## src/rtl/voice_env_mixer.sv

```systemverilog
// Sequential voice mixer: one voice per clock, each scaled by its own decaying
// envelope, producing one saturated 8-bit unsigned sample per NVOICES+2 clock frame.
module voice_env_mixer #(
    parameter int NVOICES     = 4,
    parameter int DECAY_SHIFT = 16,
    parameter int ENV_FLOOR   = 4
) (
    input  logic                   clk,
    input  logic                   rst_n,
    input  logic [7*NVOICES-1:0]   sample_in,
    input  logic [NVOICES-1:0]     voice_en,
    input  logic [NVOICES-1:0]     note_on,
    output logic [7:0]             mix_out,
    output logic                   mix_valid
);
    localparam int PH_W  = $clog2(NVOICES + 2);
    localparam int ACC_W = $clog2(NVOICES) + 8;
    localparam logic [PH_W-1:0] LAST_PH = PH_W'(NVOICES + 1);

    logic [PH_W-1:0]         phase_reg;
    logic signed [ACC_W-1:0] acc_reg;
    logic [DECAY_SHIFT-1:0]  prescaler_reg;
    logic                    tick;
    logic [4*NVOICES-1:0]    env_flat;

    assign tick = &prescaler_reg;

    always_ff @(posedge clk or negedge rst_n) begin
        if (!rst_n)
            prescaler_reg <= '0;
        else
            prescaler_reg <= prescaler_reg + 1'b1;
    end

    // Retrigger wins over a coincident decay tick; decay stops at the floor.
    for (genvar gi = 0; gi < NVOICES; gi++) begin : g_env
        logic [3:0] env_reg;
        always_ff @(posedge clk or negedge rst_n) begin
            if (!rst_n)
                env_reg <= 4'd0;
            else if (note_on[gi])
                env_reg <= 4'd15;
            else if (tick && (env_reg > 4'(ENV_FLOOR)))
                env_reg <= env_reg - 4'd1;
        end
        assign env_flat[4*gi +: 4] = env_reg;
    end

    logic [6:0] cur_sample;
    logic [3:0] cur_env;
    logic       cur_en;

    always_comb begin
        cur_sample = 7'd64;
        cur_env    = 4'd0;
        cur_en     = 1'b0;
        for (int k = 0; k < NVOICES; k++) begin
            if (phase_reg == PH_W'(k + 1)) begin
                cur_sample = sample_in[7*k +: 7];
                cur_env    = env_flat[4*k +: 4];
                cur_en     = voice_en[k];
            end
        end
    end

    logic signed [7:0]       centered;
    logic signed [12:0]      product;
    logic signed [8:0]       scaled;
    logic signed [ACC_W-1:0] contrib;

    assign centered = $signed({1'b0, cur_sample}) - 8'sd64;
    assign product  = 13'(centered) * 13'($signed({1'b0, cur_env}));
    assign scaled   = 9'(product >>> 4);
    assign contrib  = cur_en ? ACC_W'(scaled) : '0;

    logic signed [ACC_W:0] biased;
    logic [7:0]            sat;

    assign biased = (ACC_W+1)'(acc_reg >>> 1) + (ACC_W+1)'(128);

    always_comb begin
        sat = biased[7:0];
        if (biased[ACC_W])
            sat = 8'h00;
        else if (biased > (ACC_W+1)'(255))
            sat = 8'hFF;
    end

    always_ff @(posedge clk or negedge rst_n) begin
        if (!rst_n) begin
            phase_reg <= '0;
            acc_reg   <= '0;
            mix_out   <= 8'h80;
            mix_valid <= 1'b0;
        end else begin
            mix_valid <= 1'b0;
            if (phase_reg == LAST_PH) begin
                phase_reg <= '0;
                mix_out   <= sat;
                mix_valid <= 1'b1;
            end else begin
                phase_reg <= phase_reg + 1'b1;
            end
            if (phase_reg == '0)
                acc_reg <= '0;
            else if (phase_reg != LAST_PH)
                acc_reg <= acc_reg + contrib;
        end
    end
endmodule

```

## config.mk

```make
export PLATFORM = sky130hd
export DESIGN_NAME = voice_env_mixer
export DESIGN_NICKNAME = d
export VERILOG_FILES = /design/src/rtl/voice_env_mixer.sv
export SDC_FILE = /design/constraint.sdc
export NUM_CORES = 1
export LEC_CHECK = 0
export ABC_AREA = 1
export BUFFER_PORTS_ARGS = -buffer_cell sky130_fd_sc_hd__buf_2
export CORE_MARGIN = 1
export CORE_UTILIZATION = 57
export DETAILED_ROUTE_END_ITERATION = 16
export PLACE_DENSITY = 0.84
export SETUP_SLACK_MARGIN = 0.1
export SYNTH_ARGS = -nofsm -noshare
export SYNTH_HDL_FRONTEND = slang
export SYNTH_SLANG_ARGS = --single-unit
export TNS_END_PERCENT = 50
```

## constraint.sdc

```tcl
create_clock -name clk -period 7.5 [get_ports clk]
set_input_delay 0.375 -clock clk [delete_from_list [all_inputs] [get_ports clk]]
set_output_delay 0.375 -clock clk [all_outputs]
set_load 0.1 [all_outputs]
```

==> Word-level counts from Yosys, hierarchy flattened <==
Index checks and enable logic that the tools add are counted.
{ "op_classes": {"mul": 1, "eq_ne": 6, "n_addsub": 9, "shift": 0, "bitwise_logic": 0, "magnitude_cmp": 5, "n_reduce_logical": 11, "div_mod_pow": 0, "n_mux": 27} }
{ "op_table": {"columns": ["operator", "count"], "rows": [
  ["$mux W4", 12],
  ["$mux W10", 3],
  ["$mux W7", 4],
  ["$add A16 B1 Y16 const B", 1],
  ["$gt A4 B3 Y1 const B", 4],
  ["$mux W8", 2],
  ["$reduce_and A16 Y1", 1],
  ["$sub A4 B1 Y4 const B", 4],
  ["$mul A8 B5 Y13", 1],
  ["$add A10 B10 Y10", 1],
  ["$add A9 B9 Y10 const B", 1],
  ["$gt A10 B9 Y1 const B", 1],
  ["$reduce_bool A2 Y1", 5],
  ["$sub A7 B7 Y8 const B", 1],
  ["$eq A3 B2 Y1 const B", 2],
  ["$eq A3 B3 Y1 const B", 2],
  ["$mux W1", 5],
  ["$logic_and A1 B1 Y1", 4],
  ["$add A3 B1 Y3 const B", 1],
  ["$eq A3 B1 Y1 const B", 1],
  ["$logic_not A3 Y1", 1],
  ["$mux W3", 1],
  ["$ne A3 B3 Y1 const B", 1]
]} }
{ "totals": {"word_cells": 68, "n_memories": 0, "mem_bits_ro": 0, "latch_bits": 0, "mem_bits_rw": 0, "output_inout_bits": 9, "input_bits": 38, "ff_bits": 54} }

==> Depth between registers and ports, before layout <==
{ "logic_depth": {"word_depth": 11, "mapped_depth": 43, "depth_no_buf": 41} }

==> Worst setup path after synthesis <==
OpenSTA, ideal clock, no wires.
{ "synth_path": {"path_type": "register -> register", "startpoint": "reg phase_reg[1]", "endpoint": "reg acc_reg[9]", "period_less_slack_ns": 5.944, "path_buffers": 3, "path_slack_ns": 1.556, "path_stages_with_launch": 38, "required_time_ns": 7.383, "setup_ns": 0.117, "arrival_ns": 5.828, "path_cell_list": "dfrtp_1 -> buf_4 -> nand2_1 -> inv_1 -> ha_1 -> buf_2 -> clkinv_1 -> clkbuf_1 -> o221ai_1 -> o211ai_1 -> o21ai_0 -> inv_1 -> nor2_1 -> ha_1 -> fa_1 -> inv_1 -> fa_1 -> inv_1 -> [... 2 more ...] -> o21ai_0 -> inv_1 -> o211a_1 -> nand3_1 -> nand3_1 -> inv_1 -> ha_1 -> inv_1 -> nor4_1 -> nand3_1 -> nand3_1 -> nand2_1 -> nand2_1 -> inv_1 -> nand2_1 -> nand2_1 -> nand2_1 -> nand2_1"} }
{ "synth_via": {"elab_chain_cells": 11, "word_cells_on_any_way": 25, "cone_classes": "2 x add/sub; 1 x mul; 5 x eq/ne; 15 x mux; 2 x reduce/logical"} }
{ "synth_rtl": {"columns": ["item", "line_no", "text"], "rows": [
  ["from (decl)", "20", "logic [PH_W-1:0] phase_reg;"],
  ["from (signal assigned)", "102", "phase_reg <= phase_reg + 1'b1;"],
  ["$eq A3 B1 Y1", "58", "if (phase_reg == PH_W'(k + 1)) begin"],
  ["$mux W7 (4 in series)", "58", null],
  ["$sub A7 B7 Y8", "71", "assign centered = $signed({1'b0, cur_sample}) - 8'sd64;"],
  ["$mul A8 B5 Y13", "72", "assign product = 13'(centered) * 13'($signed({1'b0, cur_env}));"],
  ["$mux W10", "74", "assign contrib = cur_en ? ACC_W'(scaled) : '0;"],
  ["$add A10 B10 Y10", "107", "acc_reg <= acc_reg + contrib;"],
  ["$mux W10", "106", "else if (phase_reg != LAST_PH)"],
  ["$mux W10", "104", "if (phase_reg == '0)"],
  ["to (signal assigned)", "107", null],
  ["to (decl)", "21", "logic signed [ACC_W-1:0] acc_reg;"]
]} }
Several ways; a longest one is shown, not always the timed one. The select of a mux whose other input is x is not followed.
A chain may end at the register's enable or synchronous reset.

==> Worst setup path after layout <==
{ "layout_path": {"startpoint": "reg phase_reg[2]", "endpoint": "reg acc_reg[9]"} }
The elaborated chain is that of the path after synthesis.

==> reports/results.ini <==
[clock_tree]
cts.hold.buffers_added = 0
post_cts_buffers = 0
cts.sinks = 54
cts-root-buf = clkbuf_8
clock_latency_ns = 0.32
clock_path_buffers = 2
post_cts_resized = 0
cts_tree = built
clk_pin_slew_ns = 0.12
numCtsBuffers = 5
cts.htree.levels = 2

[synthesis]
synth_edf_count = 0
synth_compound_gate_area_share_pct = 12.71
synth_top_area_share_pct = 29.23
synth_top_family_by_area = simple AND/OR/NAND/NOR gates
yosys.area.top_type = dfrtp_1
synthFlopType = dfrtp_1
synthXorXnorAreaFrac_pct = 3.668
synthMuxAreaShare_pct = 0
ys_types = 49
ys_seq_area_share_pct = 29.81
syn_area_um2 = 4537
async_flop_share_pct = 100.0
yosys.area_share.adder_pct = 17.26
syn_inst = 595
yosys_warnings = 0
synth_area_leaders = dfrtp_1, ha_1, inv_1
synth_simple_gate_area_share_pct = 25.87
avgSynthCellArea_um2 = 7.625
synth-seq-cells = 54
synthesis.nets = 686

[final_layout]
multi_input_area_um2 = 2700
fin_nets = 732
areaGrowthSynthToFinish_pct = 9.073
n_antenna_cell = 0
fill_cells = 641
drive_above_1_share_pct = 13.08
regArea_um2 = 1353

[setup_path]
endpoint_kind = flop
start_kind = flop
reg2reg_from = phase_reg[2]
path_max_fanout = 17
critical_path.most_common_cell = inv_1
worstReg2RegEnd = acc_reg[9]
slowest_delay_ns = 0.55
crit_required_ns = 7.76
r2r_cells = 31
cp.arrival_ns = 6.93
regToRegSetupSlack_ns = 0.83
setup.worst_path.class = flop to flop
cp_slowest_cell = fa_1

[timing]
finClkSkew_ns = 0.01860
slew_viol_final = 0
hold_viol = 0
tightest_slew_ns = 0.7815
post-route-period-util_pct = 88.97
rsz0062_at_grt = false
fin_tns_setup_ns = 0
max_freq_mhz = 149.9
finalSetupViolations = 0
slew_headroom_pct = 47.35
timing.hold.ws_ns = 0.1492
layout_min_cycle_time_ns = 6.672

[floorplan]
rows = 32
die-width_um = 91.22
die_h_um = 91.22
die-area_um2 = 8320
ios = 47
core-area_um2 = 7727
initial_core_util_pct = 58.71

[routing]
drc_errors = 0
wl_per_cell_um = 13.14
top_layer = met4
dr_wl_met3_um = 409
drtPass1Iterations = 5
num_vias = 4006
met2WireLength_mm = 4.634
wirelength_met1_mm = 4.601
drt-initial-drc-count = 257
ant_nets = 0
routed_via_density = 5.384
wirelength_mm = 9.774

[grt]
antenna_found_initial = 0
grt_max_degree = 55
grt_use_total_pct = 25.19
grt_pass1_vias = 3838
grt_pass1_wl_mm = 16.97
overflow = 0

[run]
maxCapViolCount = 0

[place]
hpwlAfterDp_mm = 7.942
port_buffers = 46
gp_congestion = 0.9499

[power_and_ir_drop]
p_leak_nw = 2.687
power_density_nw_per_um2 = 228.5
power_w = 0.001131
peakVddDrop_uv = 199.2

[status]
outcome = complete, no violations

[hold_path]
hold_class = input pin to asynchronous set/reset pin

[layout make-up]
type / count / area share (%)
clock inverters: 3 / 0.5815
multi-input cells: 420 / 54.56
repair buffers: 48 / 4.956
clock buffers: 5 / 1.391
well taps: 102 / 2.579
flip-flops and latches: 54 / 27.33
inverters: 112 / 8.597
[how the worst max path moves through the flow]
stage          cells past startpoint    endpoint          from
6_report                          31  acc_reg[9]  phase_reg[2]
5_1_grt                           31  acc_reg[9]  phase_reg[2]
4_1_cts                           32  acc_reg[9]  phase_reg[2]
3_5_place_dp                      31  acc_reg[9]  phase_reg[2]
3_3_place_gp                      31  acc_reg[9]  phase_reg[2]
2_1_floorplan                     37  acc_reg[9]  phase_reg[1]
[metrics by stage]
stage          util, %  instance area (µm²)  instances  setup WS, ns
2_1_floorplan        -                 4537        595         1.556
3_3_place_gp     62.78                 4851        736         1.179
3_5_place_dp     62.78                 4851        736        0.8934
4_1_cts          64.04                 4949        744        0.8428
5_1_grt          64.04                 4949        744        0.1302
6_report         64.04                 4949        744        0.8276
[synthesized netlist by cell type (4+ instances only)]
master	count
xnor2_1	9
nand2_2	5
nand2_1	104
o21ai_0	42
fa_1	16
inv_1	108
dfrtp_1	53
ha_1	37
nand2_4	5
nand4_1	25
nor3_1	5
nand3_1	28
xor2_1	10
a21oi_1	20
o211ai_1	4
a21o_1	4
nor2_1	65
[logic make-up (layout without fill, tap and decap cells)]
group	after synthesis	after routing
AND/OR/NAND/NOR	251	251
buffers and inverters	121	168
AO/OA/AOI/OAI	97	97
flip-flops	54	54
adder cells (fa/ha/maj)	53	53
XOR/XNOR	19	19
[power by group]
group          switching [W]  internal, W  total [W]
clock network       0.000108    0.0000701   0.000178
registers          0.0000143     0.000323   0.000338
logic               0.000430     0.000185   0.000615
total               0.000552     0.000578    0.00113
[worst max-delay path, delay by kind of cell, from the launching register on]
| family | cells | cell delay (ns) |
|---|---|---|
| simple gates | 12 | 1.30 |
| fa+ha+maj | 6 | 2.51 |
| buf+inv | 8 | 1.29 |
| compound gates | 5 | 1.04 |
| flops | 1 | 0.45 |
[placed cells by master, fill, tap and decap left out, types with 2 or more instances in the layout]
| cell type | Yosys | final |
|---|---|---|
| o211ai_1 | 4 | 4 |
| clkinv_4 | 1 | 2 |
| nand3_2 | 2 | 2 |
| nor3_1 | 5 | 5 |
| xor2_1 | 10 | 10 |
| buf_2 | 2 | 46 |
| o21ai_1 | 3 | 3 |
| nor2_1 | 65 | 65 |
| a31oi_1 | 3 | 3 |
| nor4_1 | 2 | 2 |
| xnor2_1 | 9 | 9 |
| a22oi_1 | 3 | 3 |
| a21oi_2 | 3 | 3 |
| inv_1 | 108 | 108 |
| a21oi_1 | 20 | 20 |
| or2_1 | 2 | 2 |
| nand2_4 | 5 | 5 |
| clkbuf_8 | 0 | 5 |
| ha_1 | 37 | 37 |
| nand2_1 | 104 | 104 |
| a21o_1 | 4 | 4 |
| fa_1 | 16 | 16 |
| nand2_2 | 5 | 5 |
| buf_4 | 2 | 2 |
| inv_2 | 2 | 2 |
| nand4_1 | 25 | 25 |
| a22o_1 | 3 | 3 |
| nand3_1 | 28 | 28 |
| o21ai_0 | 42 | 42 |
| nor3_2 | 2 | 2 |
| or2_2 | 2 | 2 |
| dfrtp_1 | 53 | 53 |
| o22ai_1 | 3 | 3 |
[layer usage]
metal	GRT usage, %	vias to the layer above
met5	0	-
met2	41.92	101
met4	7.143	0
met3	2.596	12
li1	-	2024
met1	34.96	1869
(Power assumes the default switching activity.)
